[src/rtl/custom_axi_ip_pkg.sv]
// Shared definitions for the custom IP register front-end: register offsets,
// AXI response codes, the core's status encoding and internal selector/state types.
package custom_axi_ip_pkg;

  localparam int unsigned OFS_CTRL   = 32'h00;
  localparam int unsigned OFS_DIN    = 32'h04;
  localparam int unsigned OFS_DOUT   = 32'h08;
  localparam int unsigned OFS_STATUS = 32'h0C;
  localparam int unsigned OFS_IRQ    = 32'h10;

  localparam logic [1:0] RESP_OKAY   = 2'b00;
  localparam logic [1:0] RESP_SLVERR = 2'b10;

  typedef enum logic [1:0] {
    STATUS_IDLE  = 2'd0,
    STATUS_BUSY  = 2'd1,
    STATUS_DONE  = 2'd2,
    STATUS_ERROR = 2'd3
  } status_e;

  typedef enum logic [2:0] {
    SEL_CTRL,
    SEL_DIN,
    SEL_DOUT,
    SEL_STATUS,
    SEL_IRQ,
    SEL_NONE
  } reg_sel_e;

  typedef enum logic {
    WR_IDLE = 1'b0,
    WR_RESP = 1'b1
  } wr_state_e;

endpackage

[src/rtl/custom_axi_regs_if.sv]
// AXI4-Lite slave bus bundle for custom_axi_regs; master drives requests, slave responds.
interface custom_axi_regs_if #(
  parameter int ADDR_WIDTH = 5,
  parameter int DATA_WIDTH = 32
);
  logic [ADDR_WIDTH-1:0]   s_axi_awaddr;
  logic                    s_axi_awvalid;
  logic                    s_axi_awready;
  logic [DATA_WIDTH-1:0]   s_axi_wdata;
  logic [DATA_WIDTH/8-1:0] s_axi_wstrb;
  logic                    s_axi_wvalid;
  logic                    s_axi_wready;
  logic [1:0]              s_axi_bresp;
  logic                    s_axi_bvalid;
  logic                    s_axi_bready;
  logic [ADDR_WIDTH-1:0]   s_axi_araddr;
  logic                    s_axi_arvalid;
  logic                    s_axi_arready;
  logic [DATA_WIDTH-1:0]   s_axi_rdata;
  logic [1:0]              s_axi_rresp;
  logic                    s_axi_rvalid;
  logic                    s_axi_rready;

  modport master (
    output s_axi_awaddr, s_axi_awvalid, s_axi_wdata, s_axi_wstrb, s_axi_wvalid,
           s_axi_bready, s_axi_araddr, s_axi_arvalid, s_axi_rready,
    input  s_axi_awready, s_axi_wready, s_axi_bresp, s_axi_bvalid,
           s_axi_arready, s_axi_rdata, s_axi_rresp, s_axi_rvalid
  );

  modport slave (
    input  s_axi_awaddr, s_axi_awvalid, s_axi_wdata, s_axi_wstrb, s_axi_wvalid,
           s_axi_bready, s_axi_araddr, s_axi_arvalid, s_axi_rready,
    output s_axi_awready, s_axi_wready, s_axi_bresp, s_axi_bvalid,
           s_axi_arready, s_axi_rdata, s_axi_rresp, s_axi_rvalid
  );
endinterface

[src/rtl/custom_axi_regs.sv]
// AXI4-Lite register front-end for the custom IP core (DIN/CTRL out, DOUT/STATUS in).
// Define CUSTOM_AXI_REGS_IRQ_EN to add the IRQ register at 0x10 and the irq_o output.
//
//   state   | meaning
//   WR_IDLE | filling the AW/W buffers; commits the cycle both are full
//   WR_RESP | bvalid high, waiting for bready; buffers free on the handshake
module custom_axi_regs
  import custom_axi_ip_pkg::*;
#(
  parameter int DATA_WIDTH = 32,
  parameter int ADDR_WIDTH = 5
) (
  input  logic                  clk_i,
  input  logic                  rst_i,
  custom_axi_regs_if.slave      axi,
  output logic [DATA_WIDTH-1:0] hw_din_o,
  output logic                  hw_enable_o,
  input  logic [DATA_WIDTH-1:0] hw_dout_i,
  input  logic [1:0]            hw_enable_out_i,
  input  logic [1:0]            hw_status_i
`ifdef CUSTOM_AXI_REGS_IRQ_EN
  ,
  output logic                  irq_o
`endif
);

  localparam int STRB_WIDTH = DATA_WIDTH / 8;
  localparam int WIDX_WIDTH = ADDR_WIDTH - 2;

  function automatic reg_sel_e decode(input logic [WIDX_WIDTH-1:0] widx);
    reg_sel_e sel;
    sel = SEL_NONE;
    if (32'(widx) == (OFS_CTRL >> 2))        sel = SEL_CTRL;
    else if (32'(widx) == (OFS_DIN >> 2))    sel = SEL_DIN;
    else if (32'(widx) == (OFS_DOUT >> 2))   sel = SEL_DOUT;
    else if (32'(widx) == (OFS_STATUS >> 2)) sel = SEL_STATUS;
`ifdef CUSTOM_AXI_REGS_IRQ_EN
    else if (32'(widx) == (OFS_IRQ >> 2))    sel = SEL_IRQ;
`endif
    return sel;
  endfunction

  wr_state_e             wr_state_q, wr_state_d;
  logic                  aw_full_q, w_full_q;
  logic [WIDX_WIDTH-1:0] aw_widx_q;
  logic [DATA_WIDTH-1:0] w_data_q;
  logic [STRB_WIDTH-1:0] w_strb_q;
  logic                  aw_hs, w_hs, b_hs, ar_hs, r_hs, commit;
  reg_sel_e              wr_sel, rd_sel;
  logic [DATA_WIDTH-1:0] din_q, rdata_q, status_word;
  logic [1:0]            bresp_q, rresp_q;
  logic                  rvalid_q, enable_q;
  status_e               hw_status;
  logic                  unused_addr_lsbs;

  // Byte-lane bits of the address are ignored: all registers are word aligned.
  assign unused_addr_lsbs = ^{axi.s_axi_awaddr[1:0], axi.s_axi_araddr[1:0]};

  always_ff @(posedge clk_i) begin
    if (rst_i) wr_state_q <= WR_IDLE;
    else       wr_state_q <= wr_state_d;
  end

  always_comb begin
    wr_state_d = wr_state_q;
    if (wr_state_q == WR_IDLE) begin
      if (aw_full_q && w_full_q) wr_state_d = WR_RESP;
    end else if (axi.s_axi_bready) begin
      wr_state_d = WR_IDLE;
    end
  end

  always_comb begin
    axi.s_axi_bvalid = 1'b0;
    commit           = 1'b0;
    if (wr_state_q == WR_RESP) axi.s_axi_bvalid = 1'b1;
    else                       commit = aw_full_q && w_full_q;
  end

  assign axi.s_axi_awready = !rst_i && !aw_full_q && !axi.s_axi_bvalid;
  assign axi.s_axi_wready  = !rst_i && !w_full_q && !axi.s_axi_bvalid;
  assign axi.s_axi_arready = !rst_i && !rvalid_q;

  assign aw_hs = axi.s_axi_awvalid && axi.s_axi_awready;
  assign w_hs  = axi.s_axi_wvalid && axi.s_axi_wready;
  assign b_hs  = axi.s_axi_bvalid && axi.s_axi_bready;
  assign ar_hs = axi.s_axi_arvalid && axi.s_axi_arready;
  assign r_hs  = rvalid_q && axi.s_axi_rready;

  assign wr_sel = decode(aw_widx_q);
  assign rd_sel = decode(axi.s_axi_araddr[ADDR_WIDTH-1:2]);

  always_ff @(posedge clk_i) begin
    if (rst_i) begin
      aw_full_q <= 1'b0;
      w_full_q  <= 1'b0;
      aw_widx_q <= '0;
      w_data_q  <= '0;
      w_strb_q  <= '0;
    end else if (b_hs) begin
      aw_full_q <= 1'b0;
      w_full_q  <= 1'b0;
    end else begin
      if (aw_hs) begin
        aw_full_q <= 1'b1;
        aw_widx_q <= axi.s_axi_awaddr[ADDR_WIDTH-1:2];
      end
      if (w_hs) begin
        w_full_q <= 1'b1;
        w_data_q <= axi.s_axi_wdata;
        w_strb_q <= axi.s_axi_wstrb;
      end
    end
  end

  always_ff @(posedge clk_i) begin
    if (rst_i) begin
      din_q    <= '0;
      enable_q <= 1'b0;
      bresp_q  <= RESP_OKAY;
    end else begin
      enable_q <= 1'b0;
      if (commit) begin
        bresp_q <= RESP_SLVERR;
        case (wr_sel)
          SEL_CTRL: begin
            bresp_q  <= RESP_OKAY;
            enable_q <= w_strb_q[0] && w_data_q[0];
          end
          SEL_DIN: begin
            bresp_q <= RESP_OKAY;
            for (int i = 0; i < STRB_WIDTH; i++) begin
              if (w_strb_q[i]) din_q[8*i +: 8] <= w_data_q[8*i +: 8];
            end
          end
`ifdef CUSTOM_AXI_REGS_IRQ_EN
          SEL_IRQ: bresp_q <= RESP_OKAY;
`endif
          default: ;
        endcase
      end
    end
  end

  assign hw_status   = status_e'(hw_status_i);
  assign status_word = DATA_WIDTH'({hw_enable_out_i, 6'b0, hw_status});

`ifdef CUSTOM_AXI_REGS_IRQ_EN
  logic irq_pend_q, irq_mask_q, en_out_prev_q, irq_q;
  logic irq_set, irq_wr, pend_d, mask_d;

  assign irq_set = hw_enable_out_i[0] && !en_out_prev_q;
  assign irq_wr  = commit && (wr_sel == SEL_IRQ) && w_strb_q[0];

  // A new edge from the core beats a simultaneous W1C so no event is lost.
  always_comb begin
    pend_d = irq_pend_q;
    mask_d = irq_mask_q;
    if (irq_wr) begin
      if (w_data_q[0]) pend_d = 1'b0;
      mask_d = w_data_q[1];
    end
    if (irq_set) pend_d = 1'b1;
  end

  always_ff @(posedge clk_i) begin
    if (rst_i) begin
      irq_pend_q    <= 1'b0;
      irq_mask_q    <= 1'b0;
      en_out_prev_q <= 1'b0;
      irq_q         <= 1'b0;
    end else begin
      irq_pend_q    <= pend_d;
      irq_mask_q    <= mask_d;
      en_out_prev_q <= hw_enable_out_i[0];
      irq_q         <= pend_d && mask_d;
    end
  end

  assign irq_o = irq_q;
`endif

  always_ff @(posedge clk_i) begin
    if (rst_i) begin
      rvalid_q <= 1'b0;
      rdata_q  <= '0;
      rresp_q  <= RESP_OKAY;
    end else if (ar_hs) begin
      rvalid_q <= 1'b1;
      rresp_q  <= RESP_OKAY;
      case (rd_sel)
        SEL_CTRL:   rdata_q <= '0;
        SEL_DIN:    rdata_q <= din_q;
        SEL_DOUT:   rdata_q <= hw_dout_i;
        SEL_STATUS: rdata_q <= status_word;
`ifdef CUSTOM_AXI_REGS_IRQ_EN
        SEL_IRQ:    rdata_q <= DATA_WIDTH'({irq_mask_q, irq_pend_q});
`endif
        default: begin
          rdata_q <= '0;
          rresp_q <= RESP_SLVERR;
        end
      endcase
    end else if (r_hs) begin
      rvalid_q <= 1'b0;
    end
  end

  assign axi.s_axi_bresp  = bresp_q;
  assign axi.s_axi_rdata  = rdata_q;
  assign axi.s_axi_rresp  = rresp_q;
  assign axi.s_axi_rvalid = rvalid_q;
  assign hw_din_o         = din_q;
  assign hw_enable_o      = enable_q;

endmodule

[src/flat_wrapper.sv]
// flat-port wrapper written by rule: the top's interface ports become plain ports
module custom_axi_regs_flat import custom_axi_ip_pkg::*;
#(
  parameter int DATA_WIDTH = 32,
  parameter int ADDR_WIDTH = 5
)
  (clk_i, rst_i, hw_din_o, hw_enable_o, hw_dout_i, hw_enable_out_i, hw_status_i, axi_s_axi_awaddr, axi_s_axi_awvalid, axi_s_axi_wdata, axi_s_axi_wstrb, axi_s_axi_wvalid, axi_s_axi_bready, axi_s_axi_araddr, axi_s_axi_arvalid, axi_s_axi_rready, axi_s_axi_awready, axi_s_axi_wready, axi_s_axi_bresp, axi_s_axi_bvalid, axi_s_axi_arready, axi_s_axi_rdata, axi_s_axi_rresp, axi_s_axi_rvalid);
  custom_axi_regs_if #(.ADDR_WIDTH(ADDR_WIDTH), .DATA_WIDTH(DATA_WIDTH)) axi_i ();
  input  logic clk_i;
  input  logic rst_i;
  output logic [DATA_WIDTH-1:0] hw_din_o;
  output logic hw_enable_o;
  input  logic [DATA_WIDTH-1:0] hw_dout_i;
  input  logic [1:0] hw_enable_out_i;
  input  logic [1:0] hw_status_i;
  input wire logic [$bits(axi_i.s_axi_awaddr)-1:0] axi_s_axi_awaddr;
  input wire logic [$bits(axi_i.s_axi_awvalid)-1:0] axi_s_axi_awvalid;
  input wire logic [$bits(axi_i.s_axi_wdata)-1:0] axi_s_axi_wdata;
  input wire logic [$bits(axi_i.s_axi_wstrb)-1:0] axi_s_axi_wstrb;
  input wire logic [$bits(axi_i.s_axi_wvalid)-1:0] axi_s_axi_wvalid;
  input wire logic [$bits(axi_i.s_axi_bready)-1:0] axi_s_axi_bready;
  input wire logic [$bits(axi_i.s_axi_araddr)-1:0] axi_s_axi_araddr;
  input wire logic [$bits(axi_i.s_axi_arvalid)-1:0] axi_s_axi_arvalid;
  input wire logic [$bits(axi_i.s_axi_rready)-1:0] axi_s_axi_rready;
  output wire logic [$bits(axi_i.s_axi_awready)-1:0] axi_s_axi_awready;
  output wire logic [$bits(axi_i.s_axi_wready)-1:0] axi_s_axi_wready;
  output wire logic [$bits(axi_i.s_axi_bresp)-1:0] axi_s_axi_bresp;
  output wire logic [$bits(axi_i.s_axi_bvalid)-1:0] axi_s_axi_bvalid;
  output wire logic [$bits(axi_i.s_axi_arready)-1:0] axi_s_axi_arready;
  output wire logic [$bits(axi_i.s_axi_rdata)-1:0] axi_s_axi_rdata;
  output wire logic [$bits(axi_i.s_axi_rresp)-1:0] axi_s_axi_rresp;
  output wire logic [$bits(axi_i.s_axi_rvalid)-1:0] axi_s_axi_rvalid;
  assign axi_i.s_axi_awaddr = axi_s_axi_awaddr;
  assign axi_i.s_axi_awvalid = axi_s_axi_awvalid;
  assign axi_i.s_axi_wdata = axi_s_axi_wdata;
  assign axi_i.s_axi_wstrb = axi_s_axi_wstrb;
  assign axi_i.s_axi_wvalid = axi_s_axi_wvalid;
  assign axi_i.s_axi_bready = axi_s_axi_bready;
  assign axi_i.s_axi_araddr = axi_s_axi_araddr;
  assign axi_i.s_axi_arvalid = axi_s_axi_arvalid;
  assign axi_i.s_axi_rready = axi_s_axi_rready;
  assign axi_s_axi_awready = axi_i.s_axi_awready;
  assign axi_s_axi_wready = axi_i.s_axi_wready;
  assign axi_s_axi_bresp = axi_i.s_axi_bresp;
  assign axi_s_axi_bvalid = axi_i.s_axi_bvalid;
  assign axi_s_axi_arready = axi_i.s_axi_arready;
  assign axi_s_axi_rdata = axi_i.s_axi_rdata;
  assign axi_s_axi_rresp = axi_i.s_axi_rresp;
  assign axi_s_axi_rvalid = axi_i.s_axi_rvalid;
  custom_axi_regs #(.DATA_WIDTH(DATA_WIDTH), .ADDR_WIDTH(ADDR_WIDTH)) u_core (.clk_i(clk_i), .rst_i(rst_i), .axi(axi_i), .hw_din_o(hw_din_o), .hw_enable_o(hw_enable_o), .hw_dout_i(hw_dout_i), .hw_enable_out_i(hw_enable_out_i), .hw_status_i(hw_status_i));
endmodule
[config.mk]
export PLATFORM = sky130hd
export DESIGN_NAME = custom_axi_regs_flat
export DESIGN_NICKNAME = d
export VERILOG_FILES = /design/src/rtl/custom_axi_ip_pkg.sv /design/src/rtl/custom_axi_regs_if.sv /design/src/rtl/custom_axi_regs.sv /design/src/flat_wrapper.sv
export SDC_FILE = /design/constraint.sdc
export NUM_CORES = 1
export LEC_CHECK = 0
export ABC_AREA = 1
export BUFFER_PORTS_ARGS = -buffer_cell sky130_fd_sc_hd__clkbuf_2
export CAP_MARGIN = 20
export CORE_UTILIZATION = 40
export CTS_BUF_LIST = sky130_fd_sc_hd__clkbuf_4 sky130_fd_sc_hd__clkbuf_8
export DETAILED_ROUTE_END_ITERATION = 8
export GPL_TIMING_DRIVEN = 0
export PLACE_DENSITY_LB_ADDON = 0.08
export SLEW_MARGIN = 10
export SYNTH_ARGS = -nofsm -noshare
export SYNTH_HDL_FRONTEND = slang
export SYNTH_SLANG_ARGS = --single-unit
[constraint.sdc]
create_clock -name clk_i -period 1.55 [get_ports clk_i]
set_input_delay 0.155 -clock clk_i [delete_from_list [all_inputs] [get_ports clk_i]]
set_output_delay 0.155 -clock clk_i [all_outputs]
set_load 0.01 [all_outputs]
==> flow_metrics.env <==
export IMPL_hold_viol_final=0
export IMPL_insertion_delay_ns=0.36
export IMPL_yosysWarnings=0
export IMPL_grt_overflow_total=0
export IMPL_max_slew_margin_rel_pct=55.5
export IMPL_grt_pass1_wl_um=20000
export IMPL_final_setup_viol_count=0
export IMPL_tns_ns=0
export IMPL_drtAntennaViolNets=0
export IMPL_cts_htree_levels=3
export IMPL_finalPower_mw=5.50
export IMPL_clk_path_buf_depth=2
export IMPL_wl_um=12800
export IMPL_worstMarginPinSlew_ns=0.668
export IMPL_antenna_found_initial=0
export IMPL_cts_root_buffer="clkbuf_8"
export IMPL_finalMaxSlewViolations=0
export IMPL_seq_area_sq_um=2200
export IMPL_period_needed_ns=1.46
export IMPL_hold_depth=3
export IMPL_syn_area_per_cell_sq_um=7.53
export IMPL_gp_congestion=0.841
export IMPL_dp_hpwl_um=9860
export IMPL_critPathArrivalTime_ns=1.72
export IMPL_power_leakage_nw=2.49
export IMPL_powerDensity_nw_per_um2=947
export IMPL_reg2reg_slack_ns=0.09
export IMPL_dieArea_sq_um=11800
export IMPL_fmax_mhz=683
export IMPL_synthCells=603
export IMPL_antennaDiodeCount=0
export IMPL_reg2regPathDepth=5
export IMPL_avgRoutedWirePerCell_um=13.9
export IMPL_fin_crit_sh_pct=94.5
export IMPL_io_buffers=154
export IMPL_critical_path_peak_fanout=9
export IMPL_drcViolationCount=0
export IMPL_grt_util_all_layers_pct=22.1
export IMPL_n_fill_cell=1118
export IMPL_dr_pass1_iters=5
export IMPL_ys_seq_area_share_pct=48.5
export IMPL_avgViaCountPerCell=4.81
export IMPL_syn2layout_area_growth_pct=27.9
export IMPL_crit_type="register to register"
export IMPL_cts_setup_buffers=0
export IMPL_drive_above_1_share_pct=29.5
export IMPL_vias=4418
export IMPL_cts_buffers=9
export IMPL_hold_path_class="input pin to register"
export IMPL_cts_tree="done"
export IMPL_cts_sinks=110
export IMPL_fp_dieW_um=109
export IMPL_io_pins=163
export IMPL_layout_nets=865
export IMPL_coreArea_sq_um=10900
export IMPL_synth_area_sq_um=4540
export IMPL_start_util_pct=41.5
export IMPL_status="completed"
export IMPL_skew_ns=0.00660
export IMPL_rsz0062_at_grt="yes"
export IMPL_ys_ff_latch=110
export IMPL_first_iter_violations=240
export IMPL_vdd_ir_drop_max_mv=0.407
export IMPL_crit_path_start_kind="register"
export IMPL_drv_cap=0
export IMPL_ys_types=21
export IMPL_clk_pin_slew_worst_paths_ns=0.10
export IMPL_end_kind="register"
export IMPL_first_global_vias=4031
export IMPL_worstPathRequired_ns=1.80
export IMPL_multi_input_area_sq_um=2050
export IMPL_die_h_um=109
export IMPL_grt_max_degree=17
export IMPL_rows=38
==> critical path, cell delays in order (launching register included) <==
cell and delay (ns):
dfxtp_1 0.32, inv_1 0.09, nor3_4 0.37, nand3_1 0.36
nand2_1 0.15, a21oi_1 0.07
==> what timing repair did <==
action                                 CTS  global route
resized for setup                        0             8
hold buffers                             7             0
setup endpoints to repair                0            35
endpoints found under the hold margin    7             0
==> power breakdown <==
| group | switching, mW | internal (mW) |
|---|---|---|
| logic | 0.341 | 0.220 |
| registers | 0.0467 | 2.90 |
| clock network | 0.940 | 1.05 |
==> final cells by class <==
type,instances,area share [%]
Sequential cell,110,37.9
Multi-Input combinational cell,438,35.4
Timing Repair Buffer,161,14.5
Buffer,44,4.48
Tap cell,140,3.02
Clock buffer,9,2.13
Clock inverter,5,1.72
Inverter,12,0.862
==> synthesized netlist by cell type <==
master	instances	area share (%)
buf_1	4	0.33
nand3_1	10	1.1
dfxtp_1	110	49
inv_4	2	0.28
o211a_1	1	0.22
clkbuf_1	11	0.91
buf_2	17	1.9
nor3_4	3	1.1
inv_2	2	0.17
nand2_1	261	22
a21oi_2	21	4.1
conb_1	1	0.083
nor2_1	4	0.33
nand4_1	45	6.2
nor3_1	1	0.11
buf_6	6	1.5
nor3_2	1	0.22
inv_1	8	0.66
buf_4	6	0.99
o21ai_0	5	0.55
a21oi_1	84	9.3
==> final timing paths <==
kind,start,end
worst max-delay path,u_core.aw_widx_q[0],u_core.hw_din_o[24]
worst min register to register,u_core.w_data_q[6],u_core.w_data_q[6]
worst min-delay path,axi_s_axi_wdata[2],u_core.w_data_q[2]
worst max register to register,u_core.aw_widx_q[0],u_core.hw_din_o[24]
==> per-stage QoR <==
step                hold WS (ns)  std cells  setup slack, ns  utilization [%]  instance area [sq um]
floorplan                  0.266        604            0.229                -                   4540
global placement           0.367        898            0.117             50.2                   5490
detailed placement         0.370        898           0.0873             50.2                   5490
CTS                     0.000662        919           0.0673             52.9                   5780
global route             0.00655        919          -0.0347             53.1                   5800
finish                    0.0141        919           0.0858             53.1                   5800
==> flip-flops by register name, summed over array words and instances (netlist names) <==
signal	flops
u_core.aw_widx_q	3
u_core.wr_state_q	1
u_core.aw_full_q	1
u_core.w_full_q	1
u_core.axi.s_axi_rdata	32
u_core.hw_din_o	32
u_core.hw_enable_o	1
u_core.axi.s_axi_rresp	1
u_core.w_strb_q	4
u_core.axi.s_axi_bresp	1
u_core.axi.s_axi_rvalid	1
u_core.w_data_q	32
==> cells by family after synthesis <==
logic type | Yosys count | share of synthesized area (%)
compound gates | 111 | 14.1
buf+inv | 56 | 6.70
flops | 110 | 48.5
other cells | 1 | 0.0826
simple gates | 325 | 30.6
==> cell usage in the layout, fill, tap and decap left out <==
| master | n |
|---|---|
| a21oi_1 | 84 |
| a21oi_2 | 21 |
| buf_1 | 4 |
| buf_2 | 15 |
| buf_4 | 7 |
| buf_6 | 6 |
| bufinv_16 | 3 |
| clkbuf_1 | 10 |
| clkbuf_2 | 155 |
| clkbuf_4 | 1 |
| clkbuf_8 | 9 |
| clkinv_2 | 2 |
| conb_1 | 2 |
| dfxtp_1 | 110 |
| dlygate4sd3_1 | 7 |
| inv_1 | 8 |
| inv_2 | 2 |
| inv_4 | 2 |
| nand2_1 | 261 |
| nand3_1 | 7 |
| nand3_2 | 3 |
| nand4_1 | 45 |
| nor2_1 | 4 |
| nor3_1 | 1 |
| nor3_2 | 1 |
| nor3_4 | 3 |
| o211a_1 | 1 |
| o21ai_0 | 5 |
==> layer usage <==
layer,track usage (%),vias up,share of wire [%]
met4,5.50,0,0.74
met1,31.5,1954,50
li1,-,2338,-
met5,0,-,0
met3,3.62,8,4.5
met2,34.4,118,44
Power figures use the tool's default switching activity.
